<file path="config.mk">
export PLATFORM = sky130hd
export DESIGN_NAME = luma_palette_feed
export DESIGN_NICKNAME = d
export VERILOG_FILES = /design/src/rtl/luma_palette_feed.sv
export SDC_FILE = /design/constraint.sdc
export NUM_CORES = 1
export LEC_CHECK = 0
export BUFFER_PORTS_ARGS = -buffer_cell sky130_fd_sc_hd__clkbuf_2
export CORE_MARGIN = 2
export CORE_UTILIZATION = 50
export DETAILED_ROUTE_END_ITERATION = 10
export PLACE_DENSITY_LB_ADDON = 0.12
export SLEW_MARGIN = 20
export SYNTH_ARGS = -nofsm -noshare
export SYNTH_HDL_FRONTEND = slang
export SYNTH_SLANG_ARGS = --single-unit
</file>
<file path="constraint.sdc">
create_clock -name pixclk -period 3.5 [get_ports pixclk]
set_clock_uncertainty 0.1 [all_clocks]
set_input_delay 0.175 -clock pixclk [delete_from_list [all_inputs] [get_ports pixclk]]
set_output_delay 0.175 -clock pixclk [all_outputs]
set_load 0.005 [all_outputs]
</file>
<file path="src/rtl/luma_palette_feed.sv">
// Luma extractor and palette selector feeding a colouriser, with matched sync delays.
// Optional LUMA_FEED_BLANK_EN forces luma to 0 outside active video.
`timescale 1ns/1ps

module luma_palette_feed #(
  parameter int SYNC_DLY  = 4,
  parameter int MODE_LAST = 15
) (
  input  logic        pixclk,
  input  logic        rst,
  input  logic [23:0] vid_pData_in,
  input  logic        vid_pVDE,
  input  logic        vid_pHSync,
  input  logic        vid_pVSync,
  input  logic [3:0]  mode_in,
  input  logic        auto_en,
  input  logic [7:0]  hold_frames,
  output logic [7:0]  luma_out,
  output logic [3:0]  mode_out,
  output logic        vid_pVDE_out,
  output logic        vid_pHSync_out,
  output logic        vid_pVSync_out
);

  localparam logic [3:0] MODE_LAST_L = 4'(MODE_LAST);

  typedef enum logic {
    ST_MANUAL = 1'b0,
    ST_AUTO   = 1'b1
  } state_t;

  // luma pipeline
  logic [15:0] prod_r_d, prod_g_d, prod_b_d;
  logic [15:0] prod_r_q, prod_g_q, prod_b_q;
  logic [15:0] sum_d, sum_q;
  logic [7:0]  luma_d, luma_q;

  // sync delay lines, bit order {vde, hsync, vsync}
  logic [SYNC_DLY-1:0][2:0] sync_sr_d, sync_sr_q;

  // palette control
  state_t      state_d, state_q;
  logic [7:0]  fcnt_d, fcnt_q;
  logic [3:0]  mode_d, mode_q;
  logic [3:0]  mode_next;
  logic        vs_prev_d, vs_prev_q;
  logic        vs_rise;

`ifdef LUMA_FEED_BLANK_EN
  logic [1:0] vde_blk_d, vde_blk_q;
`endif

  always_comb begin
    prod_r_d = 16'(vid_pData_in[23:16]) * 16'd77;
    prod_g_d = 16'(vid_pData_in[15:8])  * 16'd150;
    prod_b_d = 16'(vid_pData_in[7:0])   * 16'd29;
    // weights sum to 256, so the sum tops out at 65280 and never wraps
    sum_d    = prod_r_q + prod_g_q + prod_b_q;
    luma_d   = sum_q[15:8];
`ifdef LUMA_FEED_BLANK_EN
    vde_blk_d = {vde_blk_q[0], vid_pVDE};
    if (!vde_blk_q[1]) begin
      luma_d = 8'd0;
    end
`endif
  end

  always_comb begin
    sync_sr_d[0] = {vid_pVDE, vid_pHSync, vid_pVSync};
    for (int i = 1; i < SYNC_DLY; i++) begin
      sync_sr_d[i] = sync_sr_q[i-1];
    end
  end

  assign vs_prev_d = vid_pVSync;
  assign vs_rise   = vid_pVSync & ~vs_prev_q;
  assign mode_next = (mode_q >= MODE_LAST_L) ? 4'd0 : mode_q + 4'd1;

  always_comb begin
    state_d = state_q;
    fcnt_d  = fcnt_q;
    mode_d  = mode_q;
    case (state_q)
      ST_MANUAL: begin
        if (vs_rise) begin
          mode_d = mode_in;
          fcnt_d = 8'd0;
        end
        if (auto_en) begin
          state_d = ST_AUTO;
          fcnt_d  = 8'd0;
        end
      end
      ST_AUTO: begin
        if (!auto_en) begin
          // dropping out of auto on a frame edge still loads the manual palette
          state_d = ST_MANUAL;
          if (vs_rise) begin
            mode_d = mode_in;
            fcnt_d = 8'd0;
          end
        end else if (vs_rise) begin
          if (fcnt_q >= hold_frames) begin
            mode_d = mode_next;
            fcnt_d = 8'd0;
          end else begin
            fcnt_d = fcnt_q + 8'd1;
          end
        end
      end
      default: state_d = ST_MANUAL;
    endcase
  end

  always_ff @(posedge pixclk or posedge rst) begin
    if (rst) begin
      prod_r_q  <= '0;
      prod_g_q  <= '0;
      prod_b_q  <= '0;
      sum_q     <= '0;
      luma_q    <= '0;
      sync_sr_q <= '0;
      state_q   <= ST_MANUAL;
      fcnt_q    <= '0;
      mode_q    <= '0;
      vs_prev_q <= 1'b0;
`ifdef LUMA_FEED_BLANK_EN
      vde_blk_q <= '0;
`endif
    end else begin
      prod_r_q  <= prod_r_d;
      prod_g_q  <= prod_g_d;
      prod_b_q  <= prod_b_d;
      sum_q     <= sum_d;
      luma_q    <= luma_d;
      sync_sr_q <= sync_sr_d;
      state_q   <= state_d;
      fcnt_q    <= fcnt_d;
      mode_q    <= mode_d;
      vs_prev_q <= vs_prev_d;
`ifdef LUMA_FEED_BLANK_EN
      vde_blk_q <= vde_blk_d;
`endif
    end
  end

  assign luma_out       = luma_q;
  assign mode_out       = mode_q;
  assign vid_pVDE_out   = sync_sr_q[SYNC_DLY-1][2];
  assign vid_pHSync_out = sync_sr_q[SYNC_DLY-1][1];
  assign vid_pVSync_out = sync_sr_q[SYNC_DLY-1][0];

endmodule

</file>
Word level (Yosys, flattened, before mapping)

Index checks and enable logic that the tools add are counted.

Logic and storage cells: 41
Memory bits (writable): 0
Output and inout port bits: 15
Memory bits (read-only): 0
Memories kept: 0
Flip-flop bits (word level): 93
Latch bits: 0

$mul: 3
Equality and inequality tests: 2
Mux-type cells: 13
Magnitude comparators: 2
Reduce and logical (&&, ||, !) cells: 1
Shift operators: 0
Div/mod/pow operators: 0
Add/sub/neg operators: 4
Bitwise logic cells: 3

Operators by type and width:

| kind                   | count |
|---|---|
| $mux W8                | 5 |
| $mul A8 B7 Y15 const B | 2 |
| $mux W4                | 5 |
| $add A15 B16 Y16       | 1 |
| $add A16 B13 Y16       | 1 |
| $pmux W8 S2            | 1 |
| $mul A8 B5 Y13 const B | 1 |
| $add A8 B1 Y8 const B  | 1 |
| $ge A8 B8 Y1           | 1 |
| $pmux W4 S2            | 1 |
| $ne A3 B2 Y1 const B   | 2 |
| $add A4 B1 Y4 const B  | 1 |
| $ge A4 B4 Y1 const B   | 1 |
| $not A1 Y1             | 2 |
| $reduce_and A2 Y1      | 1 |
| $and A1 B1 Y1          | 1 |
| $mux W1                | 1 |

Logic depth before layout (Yosys ltp)

Depth after elaboration: 6
Gate-level depth with buffers: 13
Mapped depth without buffers: 13

Least setup slack after synthesis

Ideal clock, no wire load.

Kind: input-to-reg
Start: in vid_pData_in[1]
End: reg prod_b_q[12]
Buffers on the path: 0
Cell stages on the path: 11
Setup slack: 0.163 ns
Arrival: 3.117 ns
Cell sequence: inv_1 > fa_1 > inv_1 > ha_1 > fa_1 > ha_1 > nor2b_1 > o31a_1 > or4_4 > a2111o_1 > o211a_1

Longest elaborated chain between the ends: 1

Ends and longest elaborated chain:

| item                   | line | text |
|---|---|---|
| start, declared        | 11   | `input logic [23:0] vid_pData_in,` |
| $mul A8 B5 Y13         | 56   | `prod_b_d = 16'(vid_pData_in[7:0]) * 16'd29;` |
| named net prod_b_d[12] | 33   | `logic [15:0] prod_r_d, prod_g_d, prod_b_d;` |
| end signal, assigned   | 133  | `prod_b_q <= prod_b_d;` |
| end, declared          | 34   | `logic [15:0] prod_r_q, prod_g_q, prod_b_q;` |

The timed path passes the listed nets, and every way through them passes these cells.
A chain may end at the register's enable or synchronous reset.

Worst setup path in the final report

Start: in vid_pData_in[17]
End: reg prod_r_q[13]

Longest elaborated chain between the ends: 1

Ends and longest elaborated chain:

| item                   | line | text |
|---|---|---|
| $mul A8 B7 Y15         | 54   | `prod_r_d = 16'(vid_pData_in[23:16]) * 16'd77;` |
| named net prod_r_d[13] | 33   |  |
| end signal, assigned   | 131  | `prod_r_q <= prod_r_d;` |
| end, declared          | 34   |  |

The timed path passes the listed nets, and every way through them passes these cells.

==> qor.txt <==
status = finished, final reports clean
Gate Count Post-Synth = 569
Nets = 862
placed insts = 785
CTS max path bufs = 2
Layout Cells excl Fill = 811
hpwl dp = 8818 um
Unique masters post-synth = 47
largest net degree at the start of global routing = 50
measured slew at the worst slew-check pin = 821.3 ps
Final GP Congestion = 0.8383
total core area = 12010 um^2
GRT overflow = 0
clock latency on the worst-skew pair = 350 ps
ratio of cells with drive above 1 in the final layout = 13.70%
clock tree sinks = 84
VDD IR max = 0.4368 mV
Syn Nets = 772
Netlist Area Pre-Place = 6158 um^2
area grow syn2layout = 15.81%
Chip Height = 115.0 um
Async SR Flop Fraction = 100.0%
Pins Over Slew Limit = 0
Worst EP required = 3680 ps
syn_area_per_cell = 10.82 um^2
final period utilization = 95.29%
max-cap violations = 0
synth top area cells = dfrtp_1 34%, ha_1 25%, fa_1 12%, inv_1 5.1%, xnor2_1 3.1%
Slowest-stage cell, CP = dlygate4sd3_1
startpoint type of the worst setup path = primary input
Leak = 3.675 nW
routed wire length = 10640 um
Worst Hold Class = primary input to flop
antenna violations before repair = 0
ANT cells = 0
largest incremental delay on the critical path = 530 ps
clock slew seen by the registers of the worst setup and hold paths = 60 ps
Chip Width = 115.0 um
num rows = 40
Max Freq = 299.8 MHz
top cell type's share of synthesized area = 34.13%
Routed Antenna Nets = 0
cell taking the most area after synthesis = dfrtp_1
Crit Path Class = primary input to flop
Seq cells post-synth = 84
Worst Path Max Fanout = 4
number of fill cells in the layout = 1020
global-route wire length before repair = 18910 um
Initial Util = 51.27%
final hold vios = 0
Iter 0 DRT Violations = 130
Hold WS = 35.11 ps
Pwr Total = 5.230 mW
power per cell area = 733.3 nW/um^2
vias in the first global route = 4316
I/O Buffers = 56
worst path cell trace = dlygate4sd3_1 > clkbuf_2 > ha_1 > inv_1 > fa_1 > fa_1 > inv_1 > ha_1 > o21ai_0 > a21oi_1 > o41a_1 > nor4b_2 > a211o_1
WL per Instance = 13.12 um
sequential area share after synthesis = 34.13%
critical path capture point type = flop
ys flop type = dfrtp_1
Final Critical Period = 3335 ps
Synthesis Warnings = 0
vias = 4175
fin util = 59.38%
TritonCTS Buffers = 9
first drt pass iteration count = 4
final count of negative-setup-slack endpoints = 0
H-tree depth = 3
Root Driver = clkbuf_16
Residual DRC = 0
CTS tree = done
Tot GR Track Use = 18.10%
unrepaired setup endpoints after global routing = true
Post-synth EDFFs = 0
I/O Pins = 57
Slew HR = 45.25%
die area = 13220 um^2
critical path arrival = 3520 ps
DR vias/cell = 5.148
## power breakdown
group          leakage [nW]  switching, mW  internal (mW)
Combinational          2.54           1.51           1.31
Clock                 0.140          0.387          0.559
Sequential            0.999          0.159           1.30
Total                  3.68           2.05           3.17
## stage by stage
| stage | area [um^2] | setup WS, ps | setup TNS, ps |
|---|---|---|---|
| global placement | 6721 | 15.16 | 0 |
| detailed placement | 6721 | -43.71 | -43.71 |
| floorplan | 6158 | 163.0 | 0 |
| finish | 7132 | 164.9 | 0 |
| global route | 7132 | -3.461 | -3.461 |
| CTS | 7122 | 102.5 | 0 |
## cell type report
class / instances / area [um^2] / area share [%]
Inverter: 84 / 316.6 / 4.439
Tap cell: 147 / 183.9 / 2.579
Multi-Input combinational cell: 401 / 3751 / 52.60
Timing Repair Buffer: 79 / 478.0 / 6.702
Clock buffer: 10 / 229.0 / 3.211
Clock inverter: 6 / 71.32 / 1.000
Sequential cell: 84 / 2102 / 29.47
## synth_stat cells, types with 2 or more instances
master	count
a211oi_1	3
a21boi_0	3
a21o_1	5
a21oi_1	34
a22o_1	2
a22oi_1	2
a31oi_1	2
and3_1	4
dfrtp_1	84
fa_1	38
ha_1	123
inv_1	84
mux2i_1	4
nand2_1	31
nand2b_1	2
nand3_1	8
nand4_1	2
nor2_1	31
nor2b_1	9
nor3_1	6
nor4_1	2
o211ai_1	2
o21a_1	4
o21ai_0	25
o21bai_1	4
o31a_1	3
or2_2	2
xnor2_1	22
xor2_1	10
## state kept, by name, indices dropped and copies added (netlist names), 4 cells and up
signal / flops
prod_g_q: 15
fcnt_q: 8
luma_out: 8
prod_r_q: 15
mode_out: 4
prod_b_q: 13
sync_sr_d: 9
sum_q: 8
## per-layer routing
metal  GRT usage, %  vias to the layer above  share of wire, %
met5              0                        -                 0
met4          6.747                        0               2.7
met3          3.426                       20               3.3
met2          31.22                       78                48
met1          22.69                     1956                46
li1               -                     2121                 -
## worst max-delay path, delay by kind of cell
family          cells  cell delay (ps)
fa+ha+maj           4             1570
buf+inv             4              770
compound gates      4              720
simple gates        1              270
## final timing paths
| check | start | to | slack, ps | cells after the start |
|---|---|---|---|---|
| worst max-delay path | vid_pData_in[17] | prod_r_q[13] | 160 | 13 |
| worst min-delay path | vid_pData_in[0] | prod_b_q[2] | 40 | 2 |
| worst max register to register | prod_g_q[3] | sum_q[14] | 670 | 8 |
| worst min register to register | sum_q[10] | luma_out[2] | 240 | 0 |
| max in group asynchronous | rst | prod_g_q[8] | 1960 | 4 |
| min in group asynchronous | rst | vid_pHSync_out | 390 | 3 |
## kinds of logic (layout without fill, tap and decap cells)
| group | Yosys count | count (layout) | synth area share [%] |
|---|---|---|---|
| fa+ha+maj | 161 | 161 | 37.34 |
| flops | 84 | 84 | 34.13 |
| xor+xnor | 32 | 32 | 4.551 |
| mux | 4 | 4 | 0.6502 |
| simple gates | 101 | 101 | 7.659 |
| buf+inv | 84 | 179 | 5.120 |
| compound gates | 103 | 103 | 10.54 |
## layout by cell type, fill, tap and decap left out, types with 4 or more instances in the layout
cell type / count
ha_1: 123
dfrtp_1: 84
inv_1: 83
clkbuf_2: 56
fa_1: 38
a21oi_1: 33
nor2_1: 31
nand2_1: 31
o21ai_0: 25
xnor2_1: 22
buf_4: 13
xor2_1: 10
dlygate4sd3_1: 10
nor2b_1: 9
clkbuf_16: 9
nand3_1: 8
nor3_1: 6
a21o_1: 5
o21bai_1: 4
and3_1: 4
o21a_1: 4
mux2i_1: 4
## repair_timing
action,CTS,global route
hold endpoints to repair,57,0
resized for setup,0,2
hold buffers,10,0
setup endpoints to repair,0,3
buffers inserted,0,0
No activity file was read; power rests on OpenSTA's default activity.
